**src/rtl/stopwatch_pkg.sv**
```systemverilog
// Shared stopwatch definitions: BCD time packing,
// lap recall state encoding and default sizes.
package stopwatch_pkg;

  localparam int TIME_W = 20;

  localparam int HUND_LSB   = 0;
  localparam int TENTHS_LSB = 4;
  localparam int ONES_LSB   = 8;
  localparam int TENS_LSB   = 12;
  localparam int MIN_LSB    = 16;

  localparam int DEFAULT_LAP_DEPTH = 8;
  localparam int DEFAULT_TIMEOUT   = 500;

  typedef enum logic {
    ST_LIVE   = 1'b0,
    ST_RECALL = 1'b1
  } lap_state_t;

  function automatic logic [TIME_W-1:0] bcd_time(
    input logic [3:0] mins,
    input logic [3:0] tens,
    input logic [3:0] ones,
    input logic [3:0] tenths,
    input logic [3:0] hund
  );
    logic [TIME_W-1:0] t;
    t = '0;
    t[MIN_LSB+:4]    = mins;
    t[TENS_LSB+:4]   = tens;
    t[ONES_LSB+:4]   = ones;
    t[TENTHS_LSB+:4] = tenths;
    t[HUND_LSB+:4]   = hund;
    return t;
  endfunction

endpackage

```
**src/rtl/lap_recall_ctrl_if.sv**
```systemverilog
// Lap recall control/display bundle between the
// timer side and the lap store.
interface lap_recall_ctrl_if
  import stopwatch_pkg::*;
#(
  parameter int DEPTH = DEFAULT_LAP_DEPTH
);

  localparam int IW = $clog2(DEPTH);

  logic              lap_trig;
  logic              recall;
  logic              clear;
  logic [TIME_W-1:0] live_time;
  logic [TIME_W-1:0] disp_time;
  logic [IW-1:0]     disp_idx;
  logic              recall_active;
  logic [IW:0]       count;
  logic              full;
  logic              overflow;

  modport master (
    output lap_trig, recall, clear, live_time,
    input  disp_time, disp_idx, recall_active,
    input  count, full, overflow
  );

  modport slave (
    input  lap_trig, recall, clear, live_time,
    output disp_time, disp_idx, recall_active,
    output count, full, overflow
  );

endinterface

```
**src/rtl/lap_ram.sv**
```systemverilog
// Lap storage: DEPTH x TIME_W register file,
// synchronous write, combinational read.
module lap_ram
  import stopwatch_pkg::*;
#(
  parameter int DEPTH = DEFAULT_LAP_DEPTH
) (
  input  logic                     clk,
  input  logic                     we,
  input  logic [$clog2(DEPTH)-1:0] waddr,
  input  logic [TIME_W-1:0]        wdata,
  input  logic [$clog2(DEPTH)-1:0] raddr,
  output logic [TIME_W-1:0]        rdata
);

  logic [TIME_W-1:0] mem [DEPTH];

  always_ff @(posedge clk) begin
    if (we) mem[waddr] <= wdata;
  end

  assign rdata = mem[raddr];

endmodule

```
**src/rtl/lap_recall_ctrl.sv**
```systemverilog
// Lap capture ring buffer plus recall walk and
// live/recalled display selection.
module lap_recall_ctrl
  import stopwatch_pkg::*;
#(
  parameter int DEPTH   = DEFAULT_LAP_DEPTH,
  parameter int TIMEOUT = DEFAULT_TIMEOUT
) (
  input logic              clk,
  input logic              reset_n,
  lap_recall_ctrl_if.slave bus
);

  localparam int IW = $clog2(DEPTH);
  localparam int CW = IW + 1;
  localparam int TW = $clog2(TIMEOUT + 1);
  localparam logic [CW-1:0] FULL_CNT = CW'(DEPTH);
  localparam logic [TW-1:0] TMO_LAST = TW'(TIMEOUT - 1);

  lap_state_t        state, state_n;
  logic              recall_q;
  logic [IW-1:0]     wr_ptr, wr_n;
  logic [IW-1:0]     rd_ptr, rd_n;
  logic [CW-1:0]     cnt, cnt_n;
  logic              ovf, ovf_n;
  logic [IW-1:0]     idx, idx_n;
  logic              act, act_n;
  logic [TIME_W-1:0] disp, disp_n;
  logic [TW-1:0]     tmo, tmo_n;

  logic              edge_det;
  logic              cap;
  logic [IW-1:0]     raddr;
  logic [TIME_W-1:0] rdata;

  assign edge_det = bus.recall & ~recall_q;
  assign cap      = bus.lap_trig & ~bus.clear;

  // rd_ptr names the slot on show; both entry and step read one slot back
  assign raddr = ((state == ST_LIVE) ? wr_ptr : rd_ptr) - IW'(1);

  lap_ram #(.DEPTH(DEPTH)) u_ram (
    .clk   (clk),
    .we    (cap),
    .waddr (wr_ptr),
    .wdata (bus.live_time),
    .raddr (raddr),
    .rdata (rdata)
  );

  always_ff @(posedge clk or negedge reset_n) begin
    if (!reset_n) begin
      state    <= ST_LIVE;
      recall_q <= 1'b0;
      wr_ptr   <= '0;
      rd_ptr   <= '0;
      cnt      <= '0;
      ovf      <= 1'b0;
      idx      <= '0;
      act      <= 1'b0;
      disp     <= '0;
      tmo      <= '0;
    end else begin
      state    <= state_n;
      recall_q <= bus.recall;
      wr_ptr   <= wr_n;
      rd_ptr   <= rd_n;
      cnt      <= cnt_n;
      ovf      <= ovf_n;
      idx      <= idx_n;
      act      <= act_n;
      disp     <= disp_n;
      tmo      <= tmo_n;
    end
  end

  always_comb begin
    state_n = state;
    wr_n    = wr_ptr;
    rd_n    = rd_ptr;
    cnt_n   = cnt;
    ovf_n   = ovf;
    idx_n   = idx;
    act_n   = act;
    disp_n  = disp;
    tmo_n   = tmo;

    if (cap) begin
      wr_n = wr_ptr + IW'(1);
      if (cnt == FULL_CNT) ovf_n = 1'b1;
      else                 cnt_n = cnt + CW'(1);
    end

    unique case (state)
      ST_LIVE: begin
        disp_n = bus.live_time;
        idx_n  = '0;
        act_n  = 1'b0;
        tmo_n  = '0;
        if (edge_det && cnt != '0) begin
          state_n = ST_RECALL;
          rd_n    = wr_ptr - IW'(1);
          idx_n   = cnt[IW-1:0] - IW'(1);
          act_n   = 1'b1;
          disp_n  = rdata;
        end
      end
      ST_RECALL: begin
        if (edge_det) begin
          tmo_n = '0;
          if (idx == '0) begin
            state_n = ST_LIVE;
            act_n   = 1'b0;
          end else begin
            rd_n   = rd_ptr - IW'(1);
            idx_n  = idx - IW'(1);
            disp_n = rdata;
          end
        end else if (tmo == TMO_LAST) begin
          state_n = ST_LIVE;
          act_n   = 1'b0;
          idx_n   = '0;
          tmo_n   = '0;
        end else begin
          tmo_n = tmo + TW'(1);
        end
      end
      default: state_n = ST_LIVE;
    endcase

    if (bus.clear) begin
      state_n = ST_LIVE;
      wr_n    = '0;
      cnt_n   = '0;
      ovf_n   = 1'b0;
      idx_n   = '0;
      act_n   = 1'b0;
      tmo_n   = '0;
      disp_n  = (state == ST_LIVE) ? bus.live_time : disp;
    end
  end

  assign bus.disp_time     = disp;
  assign bus.disp_idx      = idx;
  assign bus.recall_active = act;
  assign bus.count         = cnt;
  assign bus.full          = (cnt == FULL_CNT);
  assign bus.overflow      = ovf;

endmodule

```
**src/flat_wrapper.sv**
```systemverilog
// flat-port wrapper written by rule: the top's interface ports become plain ports
module lap_recall_ctrl_flat import stopwatch_pkg::*;
#(
  parameter int DEPTH   = DEFAULT_LAP_DEPTH,
  parameter int TIMEOUT = DEFAULT_TIMEOUT
)
  (clk, reset_n, bus_lap_trig, bus_recall, bus_clear, bus_live_time, bus_disp_time, bus_disp_idx, bus_recall_active, bus_count, bus_full, bus_overflow);
  lap_recall_ctrl_if #(.DEPTH(DEPTH)) bus_i ();
  input logic clk;
  input logic reset_n;
  input wire logic [$bits(bus_i.lap_trig)-1:0] bus_lap_trig;
  input wire logic [$bits(bus_i.recall)-1:0] bus_recall;
  input wire logic [$bits(bus_i.clear)-1:0] bus_clear;
  input wire logic [$bits(bus_i.live_time)-1:0] bus_live_time;
  output wire logic [$bits(bus_i.disp_time)-1:0] bus_disp_time;
  output wire logic [$bits(bus_i.disp_idx)-1:0] bus_disp_idx;
  output wire logic [$bits(bus_i.recall_active)-1:0] bus_recall_active;
  output wire logic [$bits(bus_i.count)-1:0] bus_count;
  output wire logic [$bits(bus_i.full)-1:0] bus_full;
  output wire logic [$bits(bus_i.overflow)-1:0] bus_overflow;
  assign bus_i.lap_trig = bus_lap_trig;
  assign bus_i.recall = bus_recall;
  assign bus_i.clear = bus_clear;
  assign bus_i.live_time = bus_live_time;
  assign bus_disp_time = bus_i.disp_time;
  assign bus_disp_idx = bus_i.disp_idx;
  assign bus_recall_active = bus_i.recall_active;
  assign bus_count = bus_i.count;
  assign bus_full = bus_i.full;
  assign bus_overflow = bus_i.overflow;
  lap_recall_ctrl #(.DEPTH(DEPTH), .TIMEOUT(TIMEOUT)) u_core (.clk(clk), .reset_n(reset_n), .bus(bus_i));
endmodule
```
**config.mk**
```make
export PLATFORM = sky130hd
export DESIGN_NAME = lap_recall_ctrl_flat
export DESIGN_NICKNAME = d
export VERILOG_FILES = /design/src/rtl/stopwatch_pkg.sv /design/src/rtl/lap_recall_ctrl_if.sv /design/src/rtl/lap_ram.sv /design/src/rtl/lap_recall_ctrl.sv /design/src/flat_wrapper.sv
export SDC_FILE = /design/constraint.sdc
export NUM_CORES = 1
export LEC_CHECK = 0
export ABC_AREA = 1
export BUFFER_PORTS_ARGS = -buffer_cell sky130_fd_sc_hd__buf_4
export CAP_MARGIN = 20
export CORE_ASPECT_RATIO = 1.4
export CORE_UTILIZATION = 40
export DETAILED_ROUTE_END_ITERATION = 7
export PLACE_DENSITY = 0.57
export SETUP_SLACK_MARGIN = 0.02
export SLEW_MARGIN = 30
export SYNTH_ARGS = -nofsm -noshare
export SYNTH_HDL_FRONTEND = slang
export SYNTH_SLANG_ARGS = --single-unit
export TNS_END_PERCENT = 1
```
**constraint.sdc**
```tcl
create_clock -name clk -period 6 [get_ports clk]
set_input_delay 1.2 -clock clk [delete_from_list [all_inputs] [get_ports clk]]
set_output_delay 1.2 -clock clk [all_outputs]
set_load 0.01 [all_outputs]
```
==> results.ini <==
[power_and_ir_drop]
p_comb_frac = 0.213
power.density_nw_per_um2 = 353
p_sw_mw = 1.13
pwr-share-clk = 0.342
sw_frac_of_total = 0.301
p_int_mw = 2.61
vdd_ir_drop_max_v = 0.000184
power.leakage_nw = 4.58
seq_power_share = 0.445

[floorplanning]
num_rows = 65
die_w_um = 131
die_h_um = 182
ios = 55
core-area_um2 = 22600
initial_utilization = 0.410
die-area_um2 = 23800

[layout]
num_antenna_cells = 0
drive_gt1_frac = 0.119
final_common_cell = nand3_1
final_cell_mix = nand3_1, inv_1, edfxtp_1
nets = 1005
fin_util = 0.469
area_delta_synth_final_pct = 14.5

[sta]
worst_pin_slew_ps = 998
setup_violations = 0
hold_viol = 0
tns_ps = 0
drv_slew = 0
clock_skew_ps = 9.57
fmax_mhz = 235
rsz0062_at_grt = false
layout_worst_path_cycle_share = 0.710
slew_headroom = 0.334
period_needed_ps = 4260

[clocking]
root_buffer = clkbuf_16
clk_latency_ps = 510
clkSinkCount = 206
postCtsSetupRepairBufs = 0
h-tree-depth = 1
numCtsBuffers = 22
cts_max_path_buffers = 3
tritoncts = done
cts.hold.buffers_added = 0
clkTransAtPathRegs_ps = 60
cts_resized = 0

[route]
top_layer_used = met4
drt_iter0_drc = 511
route.met2.wl_um = 11900
via_count = 6540
ant_nets = 0
firstDrtPassIters = 5
wl_met1_um = 9360
wl_met3_um = 1240
drt-total-wl_um = 23200
drcViolationCount = 0
wire_per_inst_um = 18.0
vias_per_cell = 5.07

[logic_synthesis]
synthAdderAreaFrac = 0.00946
synth_top_family_by_area = simple AND/OR/NAND/NOR gates
synth.area.top_cells = edfxtp_1, dfrtp_1, nand3_1, inv_1, nand2_1
synth_top_area_share = 0.519
synth-simple-area-share = 0.202
seq_area_frac_synth = 0.643
synth_compound_area_frac = 0.0393
synth_warnings = 0
ys_ff_latch = 206
synth_nets = 963
synth_area_um2 = 9260
synthMuxAreaShare = 0
postSynthAreaPerCell_um2 = 9.95
yosys.area.top_type = edfxtp_1
synth_cells = 931
yosysUniqueCellTypes = 31
synth_xor_area_frac = 0.00378

[grt]
antenna_found_initial = 0
grt-ovfl-total = 0
grt_usage = 0.202
grt_max_degree = 62
grt_pass1_wl_um = 36100
grt_pass1_vias = 6530

[setup_path]
start_kind = flop
worstPathArrival_ps = 4690
worstSetupPathType = reg2reg
required_ps = 6430
rrSetupSlack_ps = 1740
crit_path_max_fanout = 41
critPathCaptureType = flop

[flow_run]
max-cap-violations = 0

[run_status]
outcome = complete, no violations

[place]
gp_congestion = 0.788
io_buffers = 54
dpl.hpwl_um = 13000

[hold_path]
hp-class = reg2reg

==> registers in the layout (all words and copies together) (netlist names) <==
name	cells
u_core.bus.overflow	1
u_core.state	1
u_core.recall_q	1
u_core.bus.disp_idx	3
u_core.u_ram.mem	160
u_core.rd_ptr	3
u_core.tmo	9
u_core.bus.count	4
u_core.bus.disp_time	20
u_core.wr_ptr	3
u_core.bus.recall_active	1
==> through the flow <==
step / instance area (um^2) / cells / setup WS (ps) / power, mW / hold slack, ps
global placement: 9930 / 1250 / 1950 / 2.47 / 463
floorplan: 9260 / 931 / 3140 / 2.20 / 432
detailed placement: 9930 / 1250 / 1860 / 2.49 / 466
CTS: 10600 / 1289 / 1850 / 3.77 / 472
finish: 10600 / 1289 / 1740 / 3.74 / 466
global route: 10600 / 1289 / 1570 / 3.90 / 486
==> area by class of cell <==
| class | count | area, um^2 |
|---|---|---|
| Timing Repair Buffer | 65 | 488 |
| Clock inverter | 4 | 18.8 |
| Tap cell | 301 | 377 |
| Sequential cell | 206 | 5960 |
| Multi-Input combinational cell | 488 | 2400 |
| Clock buffer | 35 | 651 |
| Inverter | 190 | 716 |
| Fill cell | 2177 | 12000 |
==> per-layer routing <==
metal  global-route usage  vias up
li1                     -     3158
met1                0.252     3130
met2                0.352      203
met3               0.0259       49
met4               0.0772        0
met5                    0        -
==> cell families after synthesis <==
kind of cell               Yosys count
buffers and inverters              237
and+or+nand+nor                    407
adders and majority gates            7
xor gates and xnor gates             4
AOI/OAI and AO/OA                   70
DFF                                206
==> power groups by stage <==
stage | clock [mW] | combinational, mW | sequential [mW]
floorplan | 0 | 0.493 | 1.70
global placement | 0 | 0.776 | 1.70
detailed placement | 0 | 0.789 | 1.70
CTS | 1.30 | 0.792 | 1.67
global route | 1.36 | 0.873 | 1.68
finish | 1.28 | 0.796 | 1.67
==> critical path, cell delays in order (launching register included) <==
cell,delay (ps)
dfrtp_1,520
inv_4,100
nand2_1,670
nand2_2,620
ha_1,470
buf_4,300
inv_1,580
buf_4,430
nand3_1,130
nand3_1,90
nand3_1,100
a21oi_1,160
==> Yosys cell counts <==
| cell | count |
|---|---|
| nor3_1 | 5 |
| nor2_2 | 1 |
| edfxtp_1 | 160 |
| ha_1 | 7 |
| nand3_1 | 230 |
| nand2_1 | 116 |
| nor2_1 | 43 |
| buf_2 | 30 |
| o21a_1 | 1 |
| nor3b_1 | 3 |
| xnor2_1 | 1 |
| a22oi_1 | 2 |
| nand2_4 | 1 |
| nand3_2 | 1 |
| dfrtp_1 | 46 |
| nand4_1 | 1 |
| and3_1 | 1 |
| o21ai_0 | 15 |
| buf_4 | 3 |
| inv_1 | 187 |
| nand2_2 | 4 |
| clkbuf_1 | 13 |
| o21ai_2 | 1 |
| inv_4 | 1 |
| inv_2 | 2 |
| buf_6 | 1 |
| xor2_1 | 3 |
| o21bai_1 | 1 |
| o21ai_1 | 1 |
| a21oi_1 | 49 |
| nor3_2 | 1 |
==> final timing paths <==
path | from | endpoint | cells past startpoint
worst min register to register | u_core.tmo[0] | u_core.tmo[0] | 1
worst max-delay path | u_core.state | u_core.bus.disp_time[14] | 11
worst min-delay path | u_core.tmo[0] | u_core.tmo[0] | 1
worst max register to register | u_core.state | u_core.bus.disp_time[14] | 11
max in group asynchronous | reset_n | u_core.bus.disp_time[8] | 1
min in group asynchronous | reset_n | u_core.tmo[6] | 1
Note: power is estimated with default switching activity, not from simulation.
